$ cat src/rtl/glbl_seq_pkg.sv
// Shared definitions for the global reset sequencer: state encoding and widths.
package glbl_seq_pkg;

  localparam int unsigned STATE_W = 3;

  typedef enum logic [STATE_W-1:0] {
    ST_IDLE = 3'd0,
    ST_FILT = 3'd1,
    ST_ROC  = 3'd2,
    ST_TOC  = 3'd3,
    ST_RUN  = 3'd4,
    ST_SOFT = 3'd5
  } state_e;

endpackage

$ cat src/rtl/glbl_sync2.sv
// Two-flop synchronizer for a single asynchronous level, cleared to 0 on reset.
module glbl_sync2 (
  input  logic clk,
  input  logic rst_n,
  input  logic d,
  output logic q
);

  logic meta;

  always_ff @(posedge clk or negedge rst_n) begin
    if (!rst_n) begin
      meta <= 1'b0;
      q    <= 1'b0;
    end else begin
      meta <= d;
      q    <= meta;
    end
  end

endmodule

$ cat src/rtl/glbl_reset_seq.sv
// Startup/reset sequencer: lock-qualified, cycle-counted GSR/PRLD/GTS release,
// plus a req/ack software-initiated global reset.
module glbl_reset_seq
  import glbl_seq_pkg::*;
#(
  parameter int unsigned ROC_CYCLES = 1000,
  parameter int unsigned TOC_CYCLES = 16,
  parameter int unsigned LOCK_FILT  = 8,
  parameter int unsigned CNT_W      = 16
) (
  input  logic               clk,
  input  logic               rst_n,
  input  logic               pll_locked,
  input  logic               soft_req,
  output logic               soft_ack,
  output logic               gsr,
  output logic               prld,
  output logic               gts,
  output logic               ready,
  output logic [STATE_W-1:0] state,
  output logic               lock_lost
);

  localparam logic [CNT_W-1:0] FILT_LAST = CNT_W'(LOCK_FILT - 1);
  localparam logic [CNT_W-1:0] ROC_LAST  = CNT_W'(ROC_CYCLES - 1);
  localparam logic [CNT_W-1:0] TOC_LAST  = CNT_W'(TOC_CYCLES - 1);
  localparam bit               HAS_TOC   = (TOC_CYCLES != 0);

  logic             lk;
  state_e           state_q, state_d;
  logic [CNT_W-1:0] cnt_q, cnt_d;
  logic             armed_q, armed_d;
  logic             pend_q, pend_d;
  logic             lost_q, lost_d;
  logic             ack_q, ack_d;
  logic             gsr_q, gsr_d;
  logic             gts_q, gts_d;
  logic             ready_q, ready_d;
  logic             abort;

  glbl_sync2 u_lock_sync (
    .clk   (clk),
    .rst_n (rst_n),
    .d     (pll_locked),
    .q     (lk)
  );

  // Next state, counter and status; outputs are derived from the next state so
  // their registers change on the same edge as the state register.
  always_comb begin
    state_d = state_q;
    cnt_d   = cnt_q;
    pend_d  = pend_q;
    lost_d  = lost_q;
    ack_d   = 1'b0;
    abort   = 1'b0;

    unique case (state_q)
      ST_IDLE: begin
        state_d = ST_FILT;
        cnt_d   = '0;
      end
      ST_FILT: begin
        if (!lk) begin
          cnt_d = '0;
        end else if (cnt_q == FILT_LAST) begin
          state_d = ST_ROC;
          cnt_d   = '0;
        end else begin
          cnt_d = cnt_q + CNT_W'(1);
        end
      end
      ST_ROC, ST_SOFT: begin
        if (!lk) begin
          abort = 1'b1;
        end else if (cnt_q == ROC_LAST) begin
          state_d = HAS_TOC ? ST_TOC : ST_RUN;
          cnt_d   = '0;
        end else begin
          cnt_d = cnt_q + CNT_W'(1);
        end
      end
      ST_TOC: begin
        if (!lk) begin
          abort = 1'b1;
        end else if (cnt_q == TOC_LAST) begin
          state_d = ST_RUN;
          cnt_d   = '0;
        end else begin
          cnt_d = cnt_q + CNT_W'(1);
        end
      end
      ST_RUN: begin
        // Lock loss outranks a simultaneous soft request.
        if (!lk) begin
          abort  = 1'b1;
          lost_d = 1'b1;
        end else if (soft_req && armed_q) begin
          state_d = ST_SOFT;
          cnt_d   = '0;
          pend_d  = 1'b1;
        end
      end
      default: begin
        state_d = ST_IDLE;
        cnt_d   = '0;
      end
    endcase

    if (abort) begin
      state_d = ST_FILT;
      cnt_d   = '0;
      pend_d  = 1'b0;
    end

    // Completing a soft sequence acknowledges it and clears the sticky flag.
    if (pend_q && (state_d == ST_RUN)) begin
      ack_d  = 1'b1;
      pend_d = 1'b0;
      lost_d = 1'b0;
    end

    // Request must drop for a cycle after its ack before it can be taken again.
    armed_d = ack_d ? 1'b0 : (armed_q | ~soft_req);

    gts_d   = (state_d != ST_RUN);
    gsr_d   = (state_d != ST_RUN) && (state_d != ST_TOC);
    ready_d = (state_d == ST_RUN);
  end

  always_ff @(posedge clk or negedge rst_n) begin
    if (!rst_n) begin
      state_q <= ST_IDLE;
      cnt_q   <= '0;
      armed_q <= 1'b1;
      pend_q  <= 1'b0;
      lost_q  <= 1'b0;
      ack_q   <= 1'b0;
      gsr_q   <= 1'b1;
      gts_q   <= 1'b1;
      ready_q <= 1'b0;
    end else begin
      state_q <= state_d;
      cnt_q   <= cnt_d;
      armed_q <= armed_d;
      pend_q  <= pend_d;
      lost_q  <= lost_d;
      ack_q   <= ack_d;
      gsr_q   <= gsr_d;
      gts_q   <= gts_d;
      ready_q <= ready_d;
    end
  end

  assign soft_ack  = ack_q;
  assign gsr       = gsr_q;
  assign prld      = gsr_q;
  assign gts       = gts_q;
  assign ready     = ready_q;
  assign state     = state_q;
  assign lock_lost = lost_q;

endmodule

$ cat config.mk
export PLATFORM = sky130hd
export DESIGN_NAME = glbl_reset_seq
export DESIGN_NICKNAME = d
export VERILOG_FILES = /design/src/rtl/glbl_seq_pkg.sv /design/src/rtl/glbl_sync2.sv /design/src/rtl/glbl_reset_seq.sv
export SDC_FILE = /design/constraint.sdc
export NUM_CORES = 1
export LEC_CHECK = 0
export CAP_MARGIN = 20
export CORE_ASPECT_RATIO = 0.75
export CORE_MARGIN = 2
export CORE_UTILIZATION = 40
export CTS_CLUSTER_SIZE = 40
export DETAILED_ROUTE_END_ITERATION = 8
export PLACE_DENSITY = 0.65
export SYNTH_ARGS = -nofsm -noshare
export SYNTH_HDL_FRONTEND = slang
export SYNTH_SLANG_ARGS = --single-unit
$ cat constraint.sdc
create_clock -name clk -period 2.41 [get_ports clk]
set_clock_uncertainty 0.05 [all_clocks]
set_input_delay 0.482 -clock clk [delete_from_list [all_inputs] [get_ports clk]]
set_output_delay 0.482 -clock clk [all_outputs]
set_load 0.02 [all_outputs]
# Word-level counts from Yosys, hierarchy flattened
# Cells that the tools add are included.
totals:
  regBits: 28
  out_inout_bits: 9
  wordCells: 75
classes:
  n_eq_ne: 16
  bitwise_logic: 2
  muxes: 32
  n_addsub: 1
  n_reduce_logical: 13
ops:
  columns: ["op", "count"]
  rows:
  - ["$mux W16", 9]
  - ["$pmux W16 S4", 1]
  - ["$mux W3", 9]
  - ["$add A16 B1 Y16 const B", 1]
  - ["$eq A16 B10 Y1 const B", 1]
  - ["$eq A16 B3 Y1 const B", 1]
  - ["$eq A16 B4 Y1 const B", 1]
  - ["$pmux W3 S5", 1]
  - ["$mux W1", 12]
  - ["$ne A3 B2 Y1 const B", 4]
  - ["$eq A3 B3 Y1 const B", 3]
  - ["$reduce_bool A3 Y1", 3]
  - ["$eq A3 B2 Y1 const B", 2]
  - ["$ne A3 B3 Y1 const B", 2]
  - ["$reduce_and A4 Y1", 1]
  - ["$reduce_or A4 Y1", 1]
  - ["$eq A3 B1 Y1 const B", 1]
  - ["$logic_and A1 B1 Y1", 3]
  - ["$logic_not A3 Y1", 1]
  - ["$reduce_and A3 Y1", 1]
  - ["$ne A2 B2 Y1 const B", 1]
  - ["$reduce_and A2 Y1", 1]
  - ["$reduce_bool A2 Y1", 1]
  - ["$reduce_or A2 Y1", 1]
  - ["other kinds (2)", 2]

# Depth between registers and ports, before layout
logic_depth:
  word_depth: 9
  depth_mapped: 8
  depth_no_buf: 7

# By module
# A second synthesis with hierarchy kept.
hier_totals:
  hier_cells: 155
  hier_area_um2: 1584.0
modules_own_cells:
  columns: ["mod", "instances", "cells_per_inst", "seq_area_each_um2", "area_each_um2"]
  rows:
  - ["glbl_reset_seq", 1, 153, 654.4, 1534.0]
  - ["glbl_sync2", 1, 2, 50.0, 50.0]

# Worst setup path after synthesis
# OpenSTA, ideal clock, no wires.
synth_path:
  kind: "register to register"
  from: "reg cnt_q[0]"
  to: "reg cnt_q[10]"
  stages_incl_launch_ff: 9
  synth_period_minus_slack_ns: 1.869
  path_slack_ns: 0.541
  n_path_buf: 1
  t_arrival_ns: 1.681
  cell_sequence: "dfrtp_1 ha_1 and4bb_1 and3_1 nand2_2 a21bo_2 o21ai_4 buf_6 a21oi_1"
synth_via:
  elab_chain_cells: 5
synth_rtl:
  columns: ["item", "line_no", "source"]
  rows:
  - ["start: declaration", "glbl_reset_seq.sv:31", "logic [CNT_W-1:0] cnt_q, cnt_d;"]
  - ["start signal: assignment", "glbl_reset_seq.sv:144", "cnt_q <= cnt_d;"]
  - ["$add A16 B1 Y16 (tied with other cells)", "glbl_reset_seq.sv:70, glbl_reset_seq.sv:80, glbl_reset_seq.sv:90", null]
  - ["$mux W16 (on tied branches)", "glbl_reset_seq.sv:86, glbl_reset_seq.sv:66, glbl_reset_seq.sv:76", null]
  - ["$mux W16 (on tied branches)", "glbl_reset_seq.sv:84, glbl_reset_seq.sv:64, glbl_reset_seq.sv:74", null]
  - ["$pmux W16 S4 (*)", "glbl_reset_seq.sv:58", "unique case (state_q)"]
  - ["$mux W16 (*)", "glbl_reset_seq.sv:110", "if (abort) begin"]
# Every way passes the cells marked *; elsewhere a longest branch is shown, timed or not. The select of a mux whose other input is x is not followed.
# A chain may end at the register's enable or synchronous reset.

# Worst setup path after layout
layout_path:
  from: "reg cnt_q[0]"
  to: "reg cnt_q[11]"
# Same word-level chain as after synthesis.

==> impl_metrics.yaml <==
global_routing:
  antenna_found_initial: 0
  wire_length_of_the_first_global_routing_pass_um: 5750
  vias_in_the_first_global_route: 1179
  gr-total-overflow: 0
  grt_use_total: 0.161
  largest_net_degree_at_the_start_of_global_routing: 29
die:
  core_area_sq_mm: 0.00371
  start_util: 0.425
  die-height_um: 58.4
  std_cell_rows: 19
  die_area_sq_mm: 0.00446
  number_of_top_level_pins: 13
  floorplan.die.width_um: 76.5
placed_design:
  routabilityCongestion: 0.869
  detailedPlacementHpwl_um: 2410
  numPortBuffers: 12
  post-place-ws_ps: 69.3
timing:
  min_period_over_period: 0.919
  worst-slew-pin-transition_ps: 473
  worst_slack_ps: 194
  grt_setup_unrepaired: "false"
  period_needed_ps: 2220
  timing.slew.headroom: 0.684
  fin_setup_tns_ps: 0
  setup_viol: 0
  timing.final.max_slew_violations: 0
  hold_viol: 0
  maxClockFrequency_mhz: 451
cells_and_area:
  final_net_count: 181
  n_fill_cell: 371
  antenna_cells_inserted: 0
  final-seq-area_sq_um: 704
  fraction_of_final_layout_cells_sized_beyond_drive_strength_1: 0.149
  area_taken_by_multi_input_logic_gates_sq_um: 806
  syn2layout_area_growth_pct: 13.9
cts:
  cts-hold-fix-buffers: 0
  cts_setup_buffers: 0
  clock_tree.root_cell: "sky130_fd_sc_hd__clkbuf_8"
  cts-buffers-inserted: 3
  clock_sinks: 28
  cts_tree: "built"
  postCtsResizedCells: 0
  cts_htree_levels: 1
  clk_pin_slew_worst_paths_ps: 90
  clock_insertion_delay_at_the_later_pin_of_the_skew_report_ps: 270
  cts-root-to-sink-buffers: 2
job:
  maxCapViolations: 0
synthesis:
  synth.area.mux_share: 0.00635
  cell_area_after_synthesis_sq_mm: 0.00158
  ys_dominant_reg_cell: "sky130_fd_sc_hd__dfrtp_1"
  area_share_of_the_largest_cell_type_after_synthesis: 0.397
  yosys.cell_types.count: 51
  ys_warn_count: 0
  synth_seq_cells: 28
  ys_seq_area_frac: 0.447
  synth.most_common_cell: "sky130_fd_sc_hd__dfrtp_1"
  synth_top_cell_by_area: "sky130_fd_sc_hd__dfrtp_1"
  synthAdderAreaFrac: 0.00794
  yosys.area_share.xor_xnor: 0.0556
  synthesis.instances: 162
  async_reset_ff_frac: 1.00
  synth.cells.most_frequent: "sky130_fd_sc_hd__dfrtp_1, sky130_fd_sc_hd__nand2_1, sky130_fd_sc_hd__a21oi_1"
  synth_area_per_inst_sq_um: 9.73
  synth_edf_count: 0
  combinational_family_with_the_most_area_after_synthesis: "simple AND/OR/NAND/NOR gates"
  synth_compound_area_frac: 0.161
  mappedNetlistNets: 167
  synthSimpleGateAreaFrac: 0.280
  netlist_top_cells_area: "sky130_fd_sc_hd__dfrtp_1, sky130_fd_sc_hd__dfstp_2, sky130_fd_sc_hd__nand2_1, sky130_fd_sc_hd__a21oi_1, sky130_fd_sc_hd__xor2_1"
detailed_routing:
  antenna_violating_nets_post_route: 0
  detailed_route_wire_length_per_cell_um: 14.4
  detail_route.iter0.violations: 81
  met3WireLength_um: 108
  drt-total-wl_um: 3270
  drcViolationCount: 0
  routed_via_density: 5.52
  met1_wirelength_um: 1650
  wl_met2_um: 1490
  vias_after_detailed_routing: 1253
  topmost_layer_with_routed_signal_wires: "met4"
  firstDrtPassIters: 4
worst_hold_path:
  min-delay-path-class: "reg2reg"
  hp-start: "u_lock_sync.meta"
critical_path:
  setup.worst_path.class: "reg2reg"
  crit_path_start_kind: "register"
  worst-endpoint-arrival_ps: 2320
  critical_path.endpoint_type: "register"
  cp.required_ps: 2520
  worstSetupStartpoint: "cnt_q[0]"
  critPathMaxFanout: 10
  timing.rr.start: "cnt_q[0]"
power:
  vdd.ir_drop.worst_mv: 0.327
  static_leak_nw: 0.761
  power.density_cell_area_mw_per_mm2: 510
status:
  run_status: "finished, final reports clean"
## layout by cell type, fill, tap and decap left out, types with 4 or more instances in the layout
master / netlist / routed
sky130_fd_sc_hd__dfrtp_1: 25 / 25
sky130_fd_sc_hd__nand2_1: 18 / 18
sky130_fd_sc_hd__a21oi_1: 12 / 12
sky130_fd_sc_hd__clkdlybuf4s50_1: 0 / 12
sky130_fd_sc_hd__nor2_1: 9 / 9
sky130_fd_sc_hd__and3_1: 8 / 8
sky130_fd_sc_hd__o21ai_0: 7 / 7
sky130_fd_sc_hd__xor2_1: 6 / 6
sky130_fd_sc_hd__nand4_1: 5 / 5
sky130_fd_sc_hd__nand3_1: 5 / 5
sky130_fd_sc_hd__inv_1: 4 / 4
sky130_fd_sc_hd__xnor2_1: 4 / 4
sky130_fd_sc_hd__clkbuf_8: 0 / 4
sky130_fd_sc_hd__buf_4: 2 / 4
## cell type report
class | instances | share of cell area
clock buffer | 4 | 0.0307
inverter | 4 | 0.00836
multi-input combinational | 123 | 0.449
sequential | 28 | 0.392
tap | 52 | 0.0362
timing repair buffer | 16 | 0.0836
## registers in the layout (all words and copies together), names as in the netlist
name and count:
u_lock_sync.meta 1, lock_lost 1, armed_q 1, gts 1, ready 1, state 3, cnt_q 16, u_lock_sync.q 1
soft_ack 1, gsr 1, pend_q 1
## through the flow
| step | util | power [W] | hold slack, ps | area [sq um] | std cells |
|---|---|---|---|---|---|
| 3_3_place_gp | 0.469 | 0.000633 | 290 | 1740 | 223 |
| 5_1_grt | 0.484 | 0.000969 | 341 | 1800 | 227 |
| 3_5_place_dp | 0.469 | 0.000639 | 293 | 1740 | 223 |
| 4_1_cts | 0.484 | 0.000933 | 330 | 1800 | 227 |
| 6_report | 0.484 | 0.000917 | 325 | 1800 | 227 |
| 2_1_floorplan | - | 0.000595 | 136 | 1580 | 162 |
## power by group
group	switching, W	total [W]	leakage (nW)	internal (W)
registers	0.0000256	0.000511	0.363	0.000486
clock network	0.000140	0.000286	0.0288	0.000146
logic	0.0000659	0.000119	0.369	0.0000532
total	0.000232	0.000917	0.761	0.000685
## cell families (layout without fill, tap and decap cells)
logic type               after synthesis  in the layout
XOR/XNOR                              10             10
buffers and inverters                 11             24
adder cells (fa/ha/maj)                1              1
AND/OR/NAND/NOR                       73             73
multiplexers                           1              1
AO/OA/AOI/OAI                         38             38
flip-flops                            28             28
## metal layers
layer  up-vias  GRT usage
met1       624      0.222
met3         2     0.0399
li1        606          -
met4         0     0.0416
met5         -          0
met2        21      0.260
## worst paths after layout
path / end / slack [ps] / cells after the start
worst max-delay path: cnt_q[11] / 190 / 8
worst min-delay path: u_lock_sync.q / 320 / 0
worst max register to register: cnt_q[11] / 190 / 8
worst min register to register: u_lock_sync.q / 320 / 0
max in group asynchronous: gts / 1480 / 2
min in group asynchronous: cnt_q[5] / 530 / 2
## critical path, stage by stage (launching register included)
cell and delay, ps:
sky130_fd_sc_hd__dfrtp_1 410, sky130_fd_sc_hd__ha_1 230, sky130_fd_sc_hd__and4bb_1 260, sky130_fd_sc_hd__and3_1 210
sky130_fd_sc_hd__nand2_2 100, sky130_fd_sc_hd__and2_0 240, sky130_fd_sc_hd__o21ai_4 310, sky130_fd_sc_hd__buf_4 220
sky130_fd_sc_hd__o31ai_1 80
Note: power is estimated with default switching activity, not from simulation.
